File: config.mk
export PLATFORM = sky130hd
export DESIGN_NAME = regfile_wb_controller_flat
export DESIGN_NICKNAME = d
export VERILOG_FILES = /design/src/rtl/regfile_wb_controller_if.sv /design/src/rtl/regfile_wb_controller.sv /design/src/flat_wrapper.sv
export SDC_FILE = /design/constraint.sdc
export NUM_CORES = 1
export LEC_CHECK = 0
export BUFFER_PORTS_ARGS = -buffer_cell sky130_fd_sc_hd__buf_2
export CORE_ASPECT_RATIO = 0.7
export CORE_MARGIN = 5
export CORE_UTILIZATION = 47
export CTS_CLUSTER_DIAMETER = 80
export DETAILED_ROUTE_END_ITERATION = 10
export PLACE_DENSITY_LB_ADDON = 0.2
export SLEW_MARGIN = 20
export SYNTH_ARGS = -nofsm -noshare
export SYNTH_HDL_FRONTEND = slang
export SYNTH_SLANG_ARGS = --single-unit
File: constraint.sdc
create_clock -name Clk -period 2.42 [get_ports Clk]
set_input_delay 0.242 -clock Clk [delete_from_list [all_inputs] [get_ports Clk]]
set_output_delay 0.242 -clock Clk [all_outputs]
set_load 0.05 [all_outputs]
File: src/rtl/regfile_wb_controller_if.sv
// Purpose: writeback request/grant bundle between the ALU/MEM requesters and
//          the register-file write sequencer, plus the registered write port.
// Signals: AluValid/AluRd/AluData/AluReady  - ALU writeback handshake
//          MemValid/MemRd/MemData/MemReady  - MEM (load) writeback handshake
//          RegWr/RW/BusW                    - register file write port
//          InitDone                         - register clear sequence complete
// Modports: master = requesters/observer side, slave = the controller.
interface regfile_wb_controller_if #(
  parameter int unsigned DATA_W = 64,
  parameter int unsigned ADDR_W = 5
);
  logic              AluValid;
  logic [ADDR_W-1:0] AluRd;
  logic [DATA_W-1:0] AluData;
  logic              AluReady;
  logic              MemValid;
  logic [ADDR_W-1:0] MemRd;
  logic [DATA_W-1:0] MemData;
  logic              MemReady;
  logic              RegWr;
  logic [ADDR_W-1:0] RW;
  logic [DATA_W-1:0] BusW;
  logic              InitDone;

  modport master (
    output AluValid, AluRd, AluData, MemValid, MemRd, MemData,
    input  AluReady, MemReady, RegWr, RW, BusW, InitDone
  );

  modport slave (
    input  AluValid, AluRd, AluData, MemValid, MemRd, MemData,
    output AluReady, MemReady, RegWr, RW, BusW, InitDone
  );
endinterface

File: src/rtl/regfile_wb_controller.sv
// Purpose: sequences the single write port of a 32 x 64-bit register file.
//          After reset it clears X0..X30 one per cycle, then arbitrates the
//          port between MEM (priority) and ALU writebacks, with an anti-
//          starvation counter that forces an ALU grant after MAX_WAIT losses.
// Ports:   Clk    - clock, all state changes on the rising edge
//          Rst_n  - asynchronous active-low reset
//          bus    - slave side of regfile_wb_controller_if (handshakes in,
//                   combinational Ready out, registered write port out)
module regfile_wb_controller #(
  parameter int unsigned DATA_W   = 64,
  parameter int unsigned ADDR_W   = 5,
  parameter int unsigned ZERO_REG = 31,
  parameter int unsigned MAX_WAIT = 3
) (
  input  logic                     Clk,
  input  logic                     Rst_n,
  regfile_wb_controller_if.slave   bus
);

  localparam int unsigned WAIT_W = $clog2(MAX_WAIT + 1);
  localparam logic [ADDR_W-1:0] ZERO_IDX = ADDR_W'(ZERO_REG);
  localparam logic [ADDR_W-1:0] LAST_IDX = ADDR_W'(ZERO_REG - 1);
  localparam logic [WAIT_W-1:0] WAIT_MAX = WAIT_W'(MAX_WAIT);

  typedef enum logic {ST_INIT, ST_RUN} state_t;

  state_t            r_state;
  logic [ADDR_W-1:0] r_idx;
  logic [WAIT_W-1:0] r_wait;
  logic              r_reg_wr;
  logic [ADDR_W-1:0] r_rw;
  logic [DATA_W-1:0] r_busw;
  logic              r_init_done;

  logic w_force_alu;
  logic w_alu_gnt;
  logic w_mem_gnt;

  // Grant logic: MEM wins by default; ALU wins alone or once it has lost
  // MAX_WAIT times in a row. Gated by InitDone so the transition edge into
  // RUN cannot also carry a write.
  always_comb begin
    w_force_alu = 1'b0;
    w_alu_gnt   = 1'b0;
    w_mem_gnt   = 1'b0;
    if (r_init_done) begin
      w_force_alu = bus.AluValid && bus.MemValid && (r_wait == WAIT_MAX);
      w_alu_gnt   = bus.AluValid && (!bus.MemValid || w_force_alu);
      w_mem_gnt   = bus.MemValid && !w_alu_gnt;
    end
  end

  assign bus.AluReady = w_alu_gnt;
  assign bus.MemReady = w_mem_gnt;
  assign bus.RegWr    = r_reg_wr;
  assign bus.RW       = r_rw;
  assign bus.BusW     = r_busw;
  assign bus.InitDone = r_init_done;

  // State machine with registered write-port outputs.
  always_ff @(posedge Clk or negedge Rst_n) begin
    if (!Rst_n) begin
      r_state     <= ST_INIT;
      r_idx       <= '0;
      r_wait      <= '0;
      r_reg_wr    <= 1'b0;
      r_rw        <= '0;
      r_busw      <= '0;
      r_init_done <= 1'b0;
    end else begin
      case (r_state)
        ST_INIT: begin
          r_reg_wr <= 1'b1;
          r_rw     <= r_idx;
          r_busw   <= '0;
          r_idx    <= r_idx + ADDR_W'(1);
          if (r_idx == LAST_IDX) r_state <= ST_RUN;
        end
        ST_RUN: begin
          r_init_done <= 1'b1;
          r_reg_wr    <= 1'b0;
          if (w_alu_gnt) begin
            // A grant to the zero register is consumed without writing.
            if (bus.AluRd != ZERO_IDX) begin
              r_reg_wr <= 1'b1;
              r_rw     <= bus.AluRd;
              r_busw   <= bus.AluData;
            end
            r_wait <= '0;
          end else if (w_mem_gnt) begin
            if (bus.MemRd != ZERO_IDX) begin
              r_reg_wr <= 1'b1;
              r_rw     <= bus.MemRd;
              r_busw   <= bus.MemData;
            end
            if (bus.AluValid && (r_wait != WAIT_MAX)) r_wait <= r_wait + WAIT_W'(1);
          end
        end
      endcase
    end
  end

endmodule

File: src/flat_wrapper.sv
// flat-port wrapper written by rule: the top's interface ports become plain ports
module regfile_wb_controller_flat 
#(
  parameter int unsigned DATA_W   = 64,
  parameter int unsigned ADDR_W   = 5,
  parameter int unsigned ZERO_REG = 31,
  parameter int unsigned MAX_WAIT = 3
)
  (Clk, Rst_n, bus_AluValid, bus_AluRd, bus_AluData, bus_MemValid, bus_MemRd, bus_MemData, bus_AluReady, bus_MemReady, bus_RegWr, bus_RW, bus_BusW, bus_InitDone);
  regfile_wb_controller_if #(.DATA_W(DATA_W), .ADDR_W(ADDR_W)) bus_i ();
  input  logic Clk;
  input  logic Rst_n;
  input wire logic [$bits(bus_i.AluValid)-1:0] bus_AluValid;
  input wire logic [$bits(bus_i.AluRd)-1:0] bus_AluRd;
  input wire logic [$bits(bus_i.AluData)-1:0] bus_AluData;
  input wire logic [$bits(bus_i.MemValid)-1:0] bus_MemValid;
  input wire logic [$bits(bus_i.MemRd)-1:0] bus_MemRd;
  input wire logic [$bits(bus_i.MemData)-1:0] bus_MemData;
  output wire logic [$bits(bus_i.AluReady)-1:0] bus_AluReady;
  output wire logic [$bits(bus_i.MemReady)-1:0] bus_MemReady;
  output wire logic [$bits(bus_i.RegWr)-1:0] bus_RegWr;
  output wire logic [$bits(bus_i.RW)-1:0] bus_RW;
  output wire logic [$bits(bus_i.BusW)-1:0] bus_BusW;
  output wire logic [$bits(bus_i.InitDone)-1:0] bus_InitDone;
  assign bus_i.AluValid = bus_AluValid;
  assign bus_i.AluRd = bus_AluRd;
  assign bus_i.AluData = bus_AluData;
  assign bus_i.MemValid = bus_MemValid;
  assign bus_i.MemRd = bus_MemRd;
  assign bus_i.MemData = bus_MemData;
  assign bus_AluReady = bus_i.AluReady;
  assign bus_MemReady = bus_i.MemReady;
  assign bus_RegWr = bus_i.RegWr;
  assign bus_RW = bus_i.RW;
  assign bus_BusW = bus_i.BusW;
  assign bus_InitDone = bus_i.InitDone;
  regfile_wb_controller #(.DATA_W(DATA_W), .ADDR_W(ADDR_W), .ZERO_REG(ZERO_REG), .MAX_WAIT(MAX_WAIT)) u_core (.Clk(Clk), .Rst_n(Rst_n), .bus(bus_i));
endmodule
==> summary.md <==
| Metric | Value |
|---|---|
| Status | `finished with violations` |
| Violated checks | `hold timing` |
| Post_cts resized | `0` |
| Detail Placement HPWL | `9.19 mm` |
| Root Driver | `clkbuf_16` |
| Post-DP Area | `5670 um2` |
| Cell taking the most area after synthesis | `dfrtp_1` |
| Peak supply drop | `0.447 mV` |
| DRT Pass-1 Iters | `5` |
| Startpoint types | `register` |
| Global placer's final weighted congestion | `0.847` |
| Site row count | `30` |
| Syn avg cell area | `10.5 um2` |
| CP arrival | `between 2 and 2.5 ns` |
| Initial antenna violation count | `0` |
| Die area | `approximately 12000 um2` |
| Clk slew on worst S/H paths | `around 0.060 ns` |
| Share of cells above drive strength 1 | `49.9%` |
| Die H | `between 90 and 100 um` |
| Hold slack | `-0.0540 ns` |
| DIE WIDTH | `roughly 130 um` |
| Initial Utilization | `47.8%` |
| Final antenna-violating net count | `0` |
| Unique masters post-synth | `29` |
| First-pass GRT wire length | `around 21 mm` |
| Final-report hold violation count | `79` |
| Antenna Cells | `0` |
| Num CTS Buffers | `9` |
| Io pins | `215` |
| RSZ-0062 raised after global routing | `false` |
| Max cap viols | `0` |
| Clock sinks | `79` |
| Pwr Density | `813 nW/um2` |
| CTS tree | `yes` |
| Mapped Area | `approximately 4600 um2` |
| Core Box Area | `9650 um2` |
| Clk buf depth | `2` |
| Post-CTS Hold Fix Bufs | `0` |
| Post-Route WL | `between 10 and 15 mm` |
| Seq/Total Area, Yosys | `42.8%` |
| Clk Latency, worst-skew pair | `~0.33 ns` |
| Final core utilization | `62.2%` |
| Critical Path Sink Type | `register` |
| Total grt overflow | `0` |
| DRC violations left | `0` |
| Slew @ Worst Pin | `between 0.7 and 0.8 ns` |
| I/O Buffers | `approximately 210` |
| Worst Path Required | `2.63 ns` |
| Crit Path Max Fanout | `31` |
| Yosys reg bits | `79` |
| WL/cell | `17.8 um` |
| Hold crit path type | `input port to asynchronous set/reset pin` |
| Fmax | `around 480 MHz` |
| Cell area after layout | `around 6000 um2` |
| Leakage | `around 3.0 nW` |
| Synth top area cells | `dfrtp_1, mux2_4, nand3_1` |
| Total track usage | `about 22%` |
| Worst setup path category | `register to register` |
| Final min period | `~2.1 ns` |
| H-tree depth | `3` |
| Setup tns final | `0 ns` |
| Initial DRC Count | `~230` |
| Final setup vio count | `0` |
| Number of global-route vias before repair | `around 4.2k` |
| Vias | `4160` |
| Vias per cell | `roughly 5.5` |
| Net count, final | `between 700 and 800` |
| Synth Warn # | `0` |
| Post-synth top area share | `a little over two fifths` |
| Max-slew headroom | `51.7%` |
| Clk_skew | `0.00549 ns` |
| Net Count, Synth | `around 590` |
| Final Max Tran Viols | `0` |
| Post-synthesis cell count | `roughly 440` |
| Postcts setup bufs | `0` |
| Final worst path period share | `about 86%` |
| Layout area overhead | `30.1%` |
| Largest net degree at the start of global routing | `80` |
power breakdown:
part           internal (mW)  switching [mW]
sequential              1.51           0.117
clock                   1.02           0.516
combinational          0.593            1.12
total                   3.13            1.75
cell type report:
cell class	count	area (um2)
well taps	128	160
multi-input cells	313	2340
clock buffers	10	239
fillers	829	3640
repair buffers	223	1180
clock inverters	4	95.1
inverters	2	7.51
flip-flops and latches	79	1980
state kept, by name, indices dropped and copies added (netlist names):
| name | flops |
|---|---|
| u_core.bus.BusW | 64 |
| u_core.bus.RW | 5 |
| u_core.r_idx | 5 |
| u_core.r_wait | 2 |
| u_core.bus.InitDone | 1 |
| u_core.bus.RegWr | 1 |
| u_core.r_state | 1 |
worst paths after layout:
check	to	start	cells past startpoint	slack, ns
max	u_core.bus.BusW[47]$_DFFE_PN0P_	u_core.r_wait[0]$_DFFE_PN0P_	6	0.33
min	u_core.bus.BusW[29]$_DFFE_PN0P_	Rst_n	1	-0.05
max reg2reg	u_core.bus.BusW[47]$_DFFE_PN0P_	u_core.r_wait[0]$_DFFE_PN0P_	6	0.33
min reg2reg	u_core.bus.BusW[29]$_DFFE_PN0P_	u_core.bus.BusW[29]$_DFFE_PN0P_	1	0.50
max in group asynchronous	u_core.bus.BusW[11]$_DFFE_PN0P_	Rst_n	1	1.98
min in group Clk	u_core.bus.BusW[29]$_DFFE_PN0P_	bus_AluData[29]	4	0.34
metrics by stage:
stage	hold slack [ns]	worst slack (ns)	power, mW	instances
6_report	-0.0540	0.333	4.88	759
4_1_cts	0.119	0.331	4.93	759
2_1_floorplan	-0.0536	0.0891	2.93	441
3_3_place_gp	0.470	0.392	3.34	745
3_5_place_dp	0.484	0.340	3.37	745
5_1_grt	0.0149	0.228	5.09	759
critical path, cell delays in order, from the launching register on:
cell	delay, ns
dfrtp_1	0.40
ha_1	0.27
nor2b_4	0.14
nor2_2	0.06
a221o_4	0.41
buf_4	0.31
mux2_4	0.36
cells in the mapped netlist:
library cell and number:
a21o_1 1, a21oi_1 66, a221o_1 1, a31oi_1 5
a41o_1 1, and2_1 1, and3_1 2, buf_1 1
buf_12 7, buf_6 2, clkbuf_1 37, dfrtp_1 79
ha_1 3, inv_1 1, inv_2 1, mux2_4 69
nand2_1 5, nand2_4 1, nand3_1 71, nand4_1 2
nor2_1 6, nor2_2 1, nor2b_4 1, nor3_1 1
o21ai_0 53, o21ai_1 17, or2_2 1, or2b_1 1
xnor2_1 4
per-layer routing:
layer  GRT usage, %  vias to the layer above  share of wire (%)
met4           6.27                        0                1.1
met5              0                        -                  0
met1           30.1                     1987                 44
met2           35.5                      194                 46
li1               -                     1964                  -
met3           6.05                       15                9.4
cell families after synthesis:
kind of cell / synth area share, %
mux: 22.4
fa+ha+maj: 0.813
simple gates: 10.4
compound gates: 16.0
buf+inv: 6.78
xor+xnor: 0.759
flops: 42.8
cell usage in the layout (no fill, tap or decap), types with 2 or more instances in the layout:
master,count
and3_1,2
buf_12,3
bufinv_16,3
xnor2_1,4
o21ai_0,53
a21oi_1,65
clkbuf_16,9
nand3_1,71
nand4_1,2
dfrtp_1,79
nor2_1,6
o21ai_1,17
mux2_4,69
buf_4,6
a31oi_1,5
nand2_1,5
ha_1,3
buf_2,213
(Power assumes the default switching activity.)
